### src/rtl/seq_scan_ctrl.sv
// Serial pattern scanner: shifts each accepted word MSB first and counts overlapping PAT hits.
// Define SEQ_CARRY_EN to keep the bit history across words so matches may span word boundaries.
module seq_scan_ctrl #(
    parameter int             WORD_W = 16,
    parameter int             PAT_W  = 3,
    parameter logic [PAT_W-1:0] PAT  = 3'b101
) (
    input  logic                         clk,
    input  logic                         rst,
    input  logic                         in_valid,
    output logic                         in_ready,
    input  logic [WORD_W-1:0]            in_data,
    output logic                         out_valid,
    input  logic                         out_ready,
    output logic [$clog2(WORD_W+1)-1:0]  out_count,
    output logic                         busy
);

    localparam int CW = $clog2(WORD_W + 1);
    localparam int FW = $clog2(PAT_W + 1);

`ifdef SEQ_CARRY_EN
    localparam bit CARRY = 1'b1;
`else
    localparam bit CARRY = 1'b0;
`endif

    typedef enum logic [1:0] {
        IDLE   = 2'd0,
        SHIFT  = 2'd1,
        REPORT = 2'd2
    } state_t;

    state_t             r_state;
    state_t             w_next;

    logic [WORD_W-1:0]  r_word;
    logic [PAT_W-1:0]   r_hist;
    logic [FW-1:0]      r_fill;
    logic [CW-1:0]      r_bitcnt;
    logic [CW-1:0]      r_match;

    logic               w_accept;
    logic               w_bit;
    logic [PAT_W-1:0]   w_hist_nxt;
    logic [FW-1:0]      w_fill_nxt;
    logic               w_hit;
    logic               w_last;

    assign w_accept   = in_valid && in_ready;
    assign w_bit      = r_word[WORD_W-1];
    assign w_hist_nxt = {r_hist[PAT_W-2:0], w_bit};
    // Fill count saturates at PAT_W: the window is then fully populated.
    assign w_fill_nxt = (r_fill == FW'(PAT_W)) ? r_fill : r_fill + FW'(1);
    assign w_hit      = (w_hist_nxt == PAT) && (w_fill_nxt == FW'(PAT_W));
    assign w_last     = (r_bitcnt == CW'(WORD_W - 1));

    always_ff @(posedge clk) begin
        if (rst) begin
            r_state <= IDLE;
        end else begin
            r_state <= w_next;
        end
    end

    always_comb begin
        w_next = r_state;
        unique case (r_state)
            IDLE:    if (w_accept)  w_next = SHIFT;
            SHIFT:   if (w_last)    w_next = REPORT;
            REPORT:  if (out_ready) w_next = IDLE;
            default: w_next = IDLE;
        endcase
    end

    always_comb begin
        in_ready  = (r_state == IDLE);
        busy      = (r_state != IDLE);
        out_valid = (r_state == REPORT);
        out_count = (r_state == REPORT) ? r_match : '0;
    end

    always_ff @(posedge clk) begin
        if (rst) begin
            r_word   <= '0;
            r_hist   <= '0;
            r_fill   <= '0;
            r_bitcnt <= '0;
            r_match  <= '0;
        end else begin
            unique case (r_state)
                IDLE: begin
                    if (w_accept) begin
                        r_word   <= in_data;
                        r_bitcnt <= '0;
                        r_match  <= '0;
                        if (!CARRY) begin
                            r_hist <= '0;
                            r_fill <= '0;
                        end
                    end
                end
                SHIFT: begin
                    r_word   <= r_word << 1;
                    r_hist   <= w_hist_nxt;
                    r_fill   <= w_fill_nxt;
                    r_bitcnt <= r_bitcnt + CW'(1);
                    if (w_hit) r_match <= r_match + CW'(1);
                end
                default: begin
                end
            endcase
        end
    end

endmodule

### config.mk
export PLATFORM = sky130hd
export DESIGN_NAME = seq_scan_ctrl
export DESIGN_NICKNAME = d
export VERILOG_FILES = /design/src/rtl/seq_scan_ctrl.sv
export SDC_FILE = /design/constraint.sdc
export NUM_CORES = 1
export LEC_CHECK = 0
export CORE_ASPECT_RATIO = 0.9
export CORE_MARGIN = 5
export CORE_UTILIZATION = 40
export CTS_BUF_LIST = sky130_fd_sc_hd__clkbuf_4 sky130_fd_sc_hd__clkbuf_8
export CTS_CLUSTER_DIAMETER = 30
export CTS_CLUSTER_SIZE = 25
export DETAILED_ROUTE_END_ITERATION = 8
export PLACE_DENSITY = 0.67
export SLEW_MARGIN = 20
export SYNTH_ARGS = -nofsm -noshare
export SYNTH_HDL_FRONTEND = slang
export SYNTH_SLANG_ARGS = --single-unit
### constraint.sdc
create_clock -name clk -period 2.2 [get_ports clk]
set_clock_uncertainty 0.15 [all_clocks]
set_input_delay 0.66 -clock clk [delete_from_list [all_inputs] [get_ports clk]]
set_output_delay 0.66 -clock clk [all_outputs]
set_load 0.02 [all_outputs]
==> results of run 1 <==
[metrics by stage]
step	hold slack, ns	instances
2_1_floorplan	0.291	151
3_3_place_gp	0.297	222
5_1_grt	0.352	229
4_1_cts	0.323	229
6_report	0.323	229
3_5_place_dp	0.314	222
[critical path, cell delays in order, from the launching register on]
cell,delay (ns)
dfxtp_1,0.33
or2_2,0.31
inv_1,0.05
dlygate4sd2_1,0.32
[cell usage in the layout, fill, tap and decap left out, drive strengths merged, types with 2 or more instances in the layout]
cell / instances
o211ai: 4
nand2: 6
clkdlybuf4s50: 19
nor2b: 2
nand3: 13
dlygate4sd2: 3
buf: 12
or4: 3
nor2: 2
a22oi: 2
a31oi: 3
inv: 7
nand2b: 2
and2: 5
dfxtp: 32
o221ai: 14
ha: 3
o2111ai: 2
nor3: 2
o21ba: 14
clkbuf: 11
a21oi: 10
o21a: 2
[layer usage]
layer	track usage	wire [um]	vias to the layer above
met2	0.252	1500	27
met1	0.165	1470	589
li1	-	-	634
met5	0	0	-
met4	0.0679	65	0
met3	0.0551	175	8
[registers in the layout (all words and copies together), names as in the netlist]
register,flops
r_bitcnt,5
r_fill,2
r_hist,2
r_match,5
r_state,2
r_word,16
[final cells by class]
type,instances,area share
Timing Repair Buffer,39,0.184
Inverter,7,0.0140
Multi-Input combinational cell,100,0.387
Clock buffer,6,0.0408
Tap cell,44,0.0294
Sequential cell,32,0.342
Clock inverter,1,0.00267
[cell families after synthesis]
group,Yosys count
buffers and inverters,19
AOI/OAI and AO/OA,55
DFF,32
adders and majority gates,3
and+or+nand+nor,41
xor gates and xnor gates,1
[worst max path at each step]
stage / start / to / slack (ns)
2_1_floorplan: r_state[1] / out_count[0] / 0.23
3_3_place_gp: in_valid / r_word[13] / -0.13
3_5_place_dp: in_valid / r_word[13] / -0.13
4_1_cts: r_state[1] / out_count[0] / 0.02
5_1_grt: r_state[0] / in_ready / 0.04
6_report: r_state[0] / in_ready / 0.1
[where the power goes]
group / switching (mW) / total, mW / leakage (nW) / internal, mW
clock network: 0.206 / 0.432 / 0.0445 / 0.227
logic: 0.0853 / 0.194 / 0.400 / 0.109
registers: 0.0213 / 0.637 / 0.262 / 0.615
==> results.toml, run 1 <==
[power]
p_per_area_mw_per_mm2 = 675
finalPower_mw = 1.26
p_leak_nw = 0.707
max-vdd-ir-drop_mv = 0.349

[logic_synthesis]
synthArstFlopShare = 0
synthesis.nets = 174
synth_area_mm2 = 0.00146
synth_fa_ha_area_frac = 0.0257
ys.flop_type = "dfxtp_1"
synth_mux_area_frac = 0
synth-seq-area-share = 0.439
synth_edf_count = 0
synth.area.top_cells = "dfxtp_1 (44%), o21ba_2 (9.6%), o221ai_1 (8.4%)"
synth_xor_area_frac = 0.00600
synth-seq-cells = 32
synth_top_cell_by_area = "dfxtp_1"
synth-compound-area-share = 0.302
netlist-cell-type-count = 33
synthCells = 151
yosysMostFrequentCell = "dfxtp_1"
synth.avg_cell_area_um2 = 9.67
yosys_warnings = 0
synth_common_cells = "dfxtp_1 (32), o21ba_2 (14), o221ai_1 (14)"
yosys.area_share.simple = 0.162
synth_top_family_by_area = "compound AO/OA/AOI/OAI gates"
synth_top_area_frac = 0.439

[drt]
vias = 1258
drcViolationCount = 0
ant_nets = 0
vias_per_cell = 5.49
dr.pass1.iters = 4
drt-initial-drc-count = 73
routedWlPerCell_um = 14.0
wl_um = 3210

[die]
die-area_mm2 = 0.00496
start_util = 0.423
dieHeight_um = 67.3
coreArea_mm2 = 0.00345
die_w_um = 73.7
io_pins = 28
rows = 20

[timing]
clock.fmax_mhz = 475
setup_slack_ns = 0.0963
maxSlewHeadroom = 0.798
hold_viol = 0
fin_crit_sh = 0.956
finalSetupViolCount = 0
rsz0062_at_grt = "false"
report.final.slew_viol_count = 0
setup_tns_ns = 0
worstMarginPinSlew_ns = 0.302
final.min_clock_period_ns = 2.10

[layout]
area_growth_syn_to_layout_pct = 28.2
fin_nets = 208
fin_util = 0.542
fin_area_mm2 = 0.00187
multi_input_area_um2 = 724
drive_gt1_frac = 0.222
num-fill-cells = 322
antennaDiodeCount = 0
seq_area_um2 = 641

[placed_design]
pre_cts_ws_ns = -0.130
io_buffers = 27
placed_cell_area_mm2 = 0.00182
place_hpwl_um = 2230
place_congestion = 0.732

[clock_network]
cts_sinks = 32
cts_inserted_buffers = 5
clkTransAtPathRegs_ns = 0.06
cts_resized = 8
postCtsHoldBufs = 0
clockBufferDepth = 2
h-tree-depth = 2
postCtsSetupRepairBufs = 0
clkLatencyLatePin_ns = 0.28
cts_tree = "yes"
cts_root_buf = "clkbuf_8"

[critical_path]
r2r_cells = 4
worst-path-max-fanout = 3
reg2reg_to = "r_word[13]"
cp.arrival_ns = 1.29
r2r-start = "r_state[0]"
cp.required_ns = 1.39
start_kind = "flip-flop"
crit_type = "flip-flop to primary output"
critPathCaptureType = "primary output"
reg2reg_slack_ns = 0.52

[hold_path]
hp-class = "flip-flop to flip-flop"
hold_path.startpoint = "r_hist[0]"
whs_endpoint = "r_hist[1]"
min_delay_path_depth = 2

[global_route]
antenna_found_initial = 0
grt_pass1_wl_um = 5580
grt_max_degree = 23
grt_use_total = 0.148
grt_overflow = 0
grt_pass1_vias = 1275

[job]
max-cap-violations = 0

[outcome]
status = "complete, no violations"
No activity file was read; power rests on OpenSTA's default activity.
==> inputs of run 2 (changes only) <==
ABC_AREA = 1   (was default)
CORE_UTILIZATION = 53   (was 40)
PLACE_DENSITY = 0.84   (was 0.67)
SLEW_MARGIN = default   (was 20)
==> run 2 against run 1 <==
Synthesized area is 2.1% higher; global-route usage is 3.5 points higher; synthesized cell count is 39% higher; first-iteration DRC count is 23% lower; non-clock buffer count is 7 lower; sequential share of layout area is 0.14 points higher; clock-buffer cell count is 2 higher; core utilization is 14 points higher; setup slack better by 0.028 ns; combinational power is 5% higher; wire length is 0.53% higher; largest cell class unchanged; highest routed layer unchanged.
==> results.toml, run 2 <==
[layout]
top_register = "r_word"
layout_common_cells = "nand2_1 (41), inv_1 (33), dfxtp_1 (32)"
largest_reg_flops = 16
finalNonFillerCells = 282
antennaDiodeCount = 0
fin_util = 0.684
area_growth_syn_to_layout_pct = 25.1
fin_nets = 264
multi_input_area_um2 = 682
num-fill-cells = 252
drive_gt1_frac = 0.112
fin_area_mm2 = 0.00186
seq_area_um2 = 641
layout_commonest_cell = "nand2_1"
reg_top3 = "r_word x16, r_bitcnt x5, r_match x5"

[logic_synthesis]
synth-seq-cells = 32
synth_common_cells = "nand2_1 (41), inv_1 (33), dfxtp_1 (32)"
synth.avg_cell_area_um2 = 7.10
synth_top_cell_by_area = "dfxtp_1"
synthesis.nets = 233
yosysMostFrequentCell = "nand2_1"
synth_edf_count = 0
synth_top_area_frac = 0.430
netlist-cell-type-count = 22
synth-seq-area-share = 0.430
synth_area_mm2 = 0.00149
synth.area.top_cells = "dfxtp_1 (43%), nand2_1 (10%), a21oi_1 (8.7%)"
ys.flop_type = "dfxtp_1"
yosys_warnings = 0
synthCells = 210
synthArstFlopShare = 0

[critical_path]
critPathCaptureType = "primary output"
crit_type = "flip-flop to primary output"
worst-path-max-fanout = 3
crit_slowest_cell = "dlygate4sd2_1"
start_kind = "flip-flop"
reg2reg_slack_ns = 0.57
cp_cell_sequence = "buf_4 > nor2_4 > dlygate4sd2_1"
path_buf_inv = 2
cp.arrival_ns = 1.27
cpPeakStageDelay_ns = 0.36
crit_family = "buffers and inverters"
cp.required_ns = 1.39

[clock_network]
cts_sinks = 32
cts_tree = "yes"
postCtsSetupRepairBufs = 0
clkTransAtPathRegs_ns = 0.10
cts_root_buf = "clkbuf_4"
h-tree-depth = 2
cts_inserted_buffers = 5
clkLatencyLatePin_ns = 0.33
postCtsHoldBufs = 0
clockBufferDepth = 2

[timing]
rsz0062_at_grt = "false"
maxSlewHeadroom = 0.699
setup_slack_ns = 0.124
report.final.slew_viol_count = 0
finalSetupViolCount = 0
fin_crit_sh = 0.944
clock.fmax_mhz = 482
worstMarginPinSlew_ns = 0.451
final.min_clock_period_ns = 2.08
setup_tns_ns = 0
hold_viol = 0
hold_slack_ns = 0.306

[placed_design]
placed_cells = 274
placed_cell_area_mm2 = 0.00182
io_buffers = 27
place_congestion = 0.746
place_hpwl_um = 2300
pre_cts_ws_ns = 0.00834

[drt]
drt-initial-drc-count = 56
vias_per_cell = 4.73
vias = 1334
drcViolationCount = 0
dr.pass1.iters = 4
ant_nets = 0
wl_um = 3230
routedWlPerCell_um = 11.4

[power]
finalPower_mw = 1.21
p_leak_nw = 0.767
max-vdd-ir-drop_mv = 0.406
p_per_area_mw_per_mm2 = 652

[global_route]
grt_overflow = 0
grt_use_total = 0.183
grt_pass1_vias = 1263
grt_pass1_wl_um = 5440
antenna_found_initial = 0
grt_max_degree = 24

[die]
io_pins = 28
dieHeight_um = 60.3
coreArea_mm2 = 0.00273
rows = 18
start_util = 0.547
die-area_mm2 = 0.00397
die_w_um = 65.9

[outcome]
status = "complete, no violations"

[job]
max-cap-violations = 0

[hold_path]
hp-class = "flip-flop to flip-flop"
## run 2: changes by cell type after synthesis, moves of 5 or more
cell      change
nand2_1      +35
inv_1        +26
nor2_1       +22
a21oi_1      +16
o21ba_2      -14
o221ai_1     -14
o211ai_1     +10
nand3_1       -8
o21ai_0       +8
and2_1        -5
## run 2: what timing repair did
item | in CTS | in global routing
resized for setup | 11 | 10
cloned | 0 | 0
pin swaps | 0 | 0
endpoints found under the setup margin | 8 | 6
## run 2: path summary, 6_finish.rpt
check / startpoint / to / depth (start not counted)
setup / recovery: r_state[1] / in_ready / 3
hold / removal: r_word[10] / r_word[10] / 2
setup reg to reg: r_bitcnt[0] / r_bitcnt[4] / 6
hold reg to reg: r_word[10] / r_word[10] / 2
## run 2: power breakdown
part	internal, mW	total (mW)	switching, mW
Sequential	0.620	0.637	0.0169
Clock	0.182	0.375	0.193
Combinational	0.0882	0.203	0.115
Total	0.891	1.21	0.324
## run 2: cells by family (layout without fill, tap and decap cells)
family / count (synthesis) / count (layout) / synth area share
and+or+nand+nor: 80 / 80 / 0.225
AOI/OAI and AO/OA: 51 / 51 / 0.198
buffers and inverters: 43 / 75 / 0.116
DFF: 32 / 32 / 0.430
adders and majority gates: 3 / 3 / 0.0252
xor gates and xnor gates: 1 / 1 / 0.00588
## run 2: layout make-up
type                    instances  area share
repair buffers                 32       0.158
well taps                      40      0.0268
flip-flops and latches         32       0.344
clock buffers                   8      0.0356
inverters                      35      0.0705
multi-input cells             135       0.366
## run 2: metal layers
metal	global-route usage	wire length [um]	vias up	share of wire
met3	0.0620	118	4	0.037
met1	0.223	1570	579	0.49
met2	0.296	1480	17	0.46
met4	0.0799	51	0	0.016
met5	0	0	-	0
li1	-	-	734	-
## run 2: worst min-delay path: cells and delay by family, from the launching register on
| family | cells | cell delay, ns |
|---|---|---|
| flip-flops | 1 | 0.31 |
| buffers and inverters | 1 | 0.06 |
| AO/OA/AOI/OAI | 1 | 0.06 |
==> inputs of run 3 (changes only) <==
TNS_END_PERCENT = 5   (was default)
==> run 3 against run 2 <==
Clock power about the same; non-clock buffer count unchanged; flip-flop and latch count unchanged; power about the same; cell count unchanged; die area unchanged; critical path type unchanged; sequential share of layout area about the same; sequential power about the same; global-route usage unchanged.
==> results.toml, run 3 (synthesis gave the netlist of run 2 again) <==
[layout]
top_register = "r_word"
antennaDiodeCount = 0
fin_nets = 264
layout_common_cells = "nand2_1 (41), inv_1 (33), dfxtp_1 (32)"
reg_top3 = "r_word x16, r_bitcnt x5, r_match x5"
seq_area_um2 = 641
drive_gt1_frac = 0.112
multi_input_area_um2 = 682
largest_reg_flops = 16
layout_commonest_cell = "nand2_1"
num-fill-cells = 252
finalNonFillerCells = 282
area_growth_syn_to_layout_pct = 24.9

[timing]
maxSlewHeadroom = 0.699
finalSetupViolCount = 0
report.final.slew_viol_count = 0
fin_crit_sh = 0.947
final.min_clock_period_ns = 2.08
rsz0062_at_grt = "true"
worstMarginPinSlew_ns = 0.450
hold_viol = 0
clock.fmax_mhz = 480

[critical_path]
path_buf_inv = 2
crit_slowest_cell = "dfxtp_1"
cpMostUsedCell = "nor2_1"
cp_cell_sequence = "nor2_1 > inv_2 > nor2_1 > buf_2"
r2r_cells = 6
start_kind = "flip-flop"
cpPeakStageDelay_ns = 0.37
reg2reg_to = "r_bitcnt[4]"
cp.required_ns = 1.39
critPathCaptureType = "primary output"
cp.arrival_ns = 1.27
worst-path-max-fanout = 6
r2r-start = "r_bitcnt[1]"
crit_type = "flip-flop to primary output"
crit_family = "flip-flops"
reg2reg_slack_ns = 0.57

[global_route]
antenna_found_initial = 0
grt_pass1_wl_um = 5440
grt_pass1_vias = 1263
grt_max_degree = 24
grt_use_total = 0.183
grt_overflow = 0

[hold_path]
hold_path.startpoint = "r_word[10]"
min_delay_path_depth = 2
whs_endpoint = "r_word[10]"
hp-class = "flip-flop to flip-flop"

[clock_network]
postCtsHoldBufs = 0
cts_root_buf = "clkbuf_4"
h-tree-depth = 2
cts_inserted_buffers = 5
clkTransAtPathRegs_ns = 0.10
clkLatencyLatePin_ns = 0.33
cts_tree = "yes"
postCtsSetupRepairBufs = 0
cts_sinks = 32
clockBufferDepth = 2

[outcome]
status = "complete, no violations"

[die]
die_w_um = 65.9
rows = 18
coreArea_mm2 = 0.00273
start_util = 0.547
die-area_mm2 = 0.00397
dieHeight_um = 60.3
io_pins = 28

[power]
p_leak_nw = 0.767
p_per_area_mw_per_mm2 = 652
max-vdd-ir-drop_mv = 0.406
finalPower_mw = 1.21

[placed_design]
io_buffers = 27
placed_cells = 274
place_hpwl_um = 2300
place_congestion = 0.746

[drt]
drcViolationCount = 0
wl_um = 3230
vias = 1334
vias_per_cell = 4.73
routedWlPerCell_um = 11.4
drt-initial-drc-count = 56
dr.pass1.iters = 4
ant_nets = 0

[job]
max-cap-violations = 0
[run 3: tightest hold or removal path, stage by stage, from the launching register on]
cell and delay, ns:
dfxtp_1 0.31, inv_1 0.06, a21oi_1 0.06
[run 3: area by class of cell]
type,instances,area share
multi-input cells,135,0.366
flip-flops and latches,32,0.344
repair buffers,32,0.157
inverters,35,0.0706
clock buffers,8,0.0356
well taps,40,0.0269
[run 3: worst max path at each step]
stage	end	slack, ns	depth (start not counted)	start
after global routing	out_count[3]	-0.02	5	r_state[1]
after detailed placement	out_count[3]	0.008	5	r_state[1]
final	out_count[3]	0.12	4	r_state[0]
after global placement	out_count[3]	0.12	5	r_state[1]
after floorplan	out_count[0]	0.20	4	r_state[1]
after CTS	out_count[3]	0.007	5	r_state[1]
[run 3: report_power, final]
group	leakage [nW]	switching [mW]	internal [mW]	total, mW
clock network	0.0394	0.193	0.182	0.375
logic	0.465	0.115	0.0882	0.203
registers	0.263	0.0168	0.620	0.637
[run 3: per-layer routing]
layer	up-vias	track usage	wire, um
met5	-	0	0
met4	0	0.0799	51
met3	4	0.0620	118
met2	17	0.296	1490
met1	579	0.223	1570
li1	734	-	-
[run 3: repair_timing]
item,CTS,global route
pin swaps,0,0
gates resized for setup,11,9
gates cloned,0,0
endpoints found under the setup margin,8,6
[run 3: stage by stage]
stage	instance area, um^2	utilization	TNS (ns)	setup slack [ns]	hold WS [ns]
after floorplan	1490	-	0	0.204	0.275
after global placement	1820	0.668	0	0.123	0.290
after detailed placement	1820	0.668	0	0.00834	0.293
after CTS	1880	0.690	0	0.00689	0.307
after global routing	1860	0.683	-0.0157	-0.0157	0.325
final	1860	0.683	0	0.117	0.306
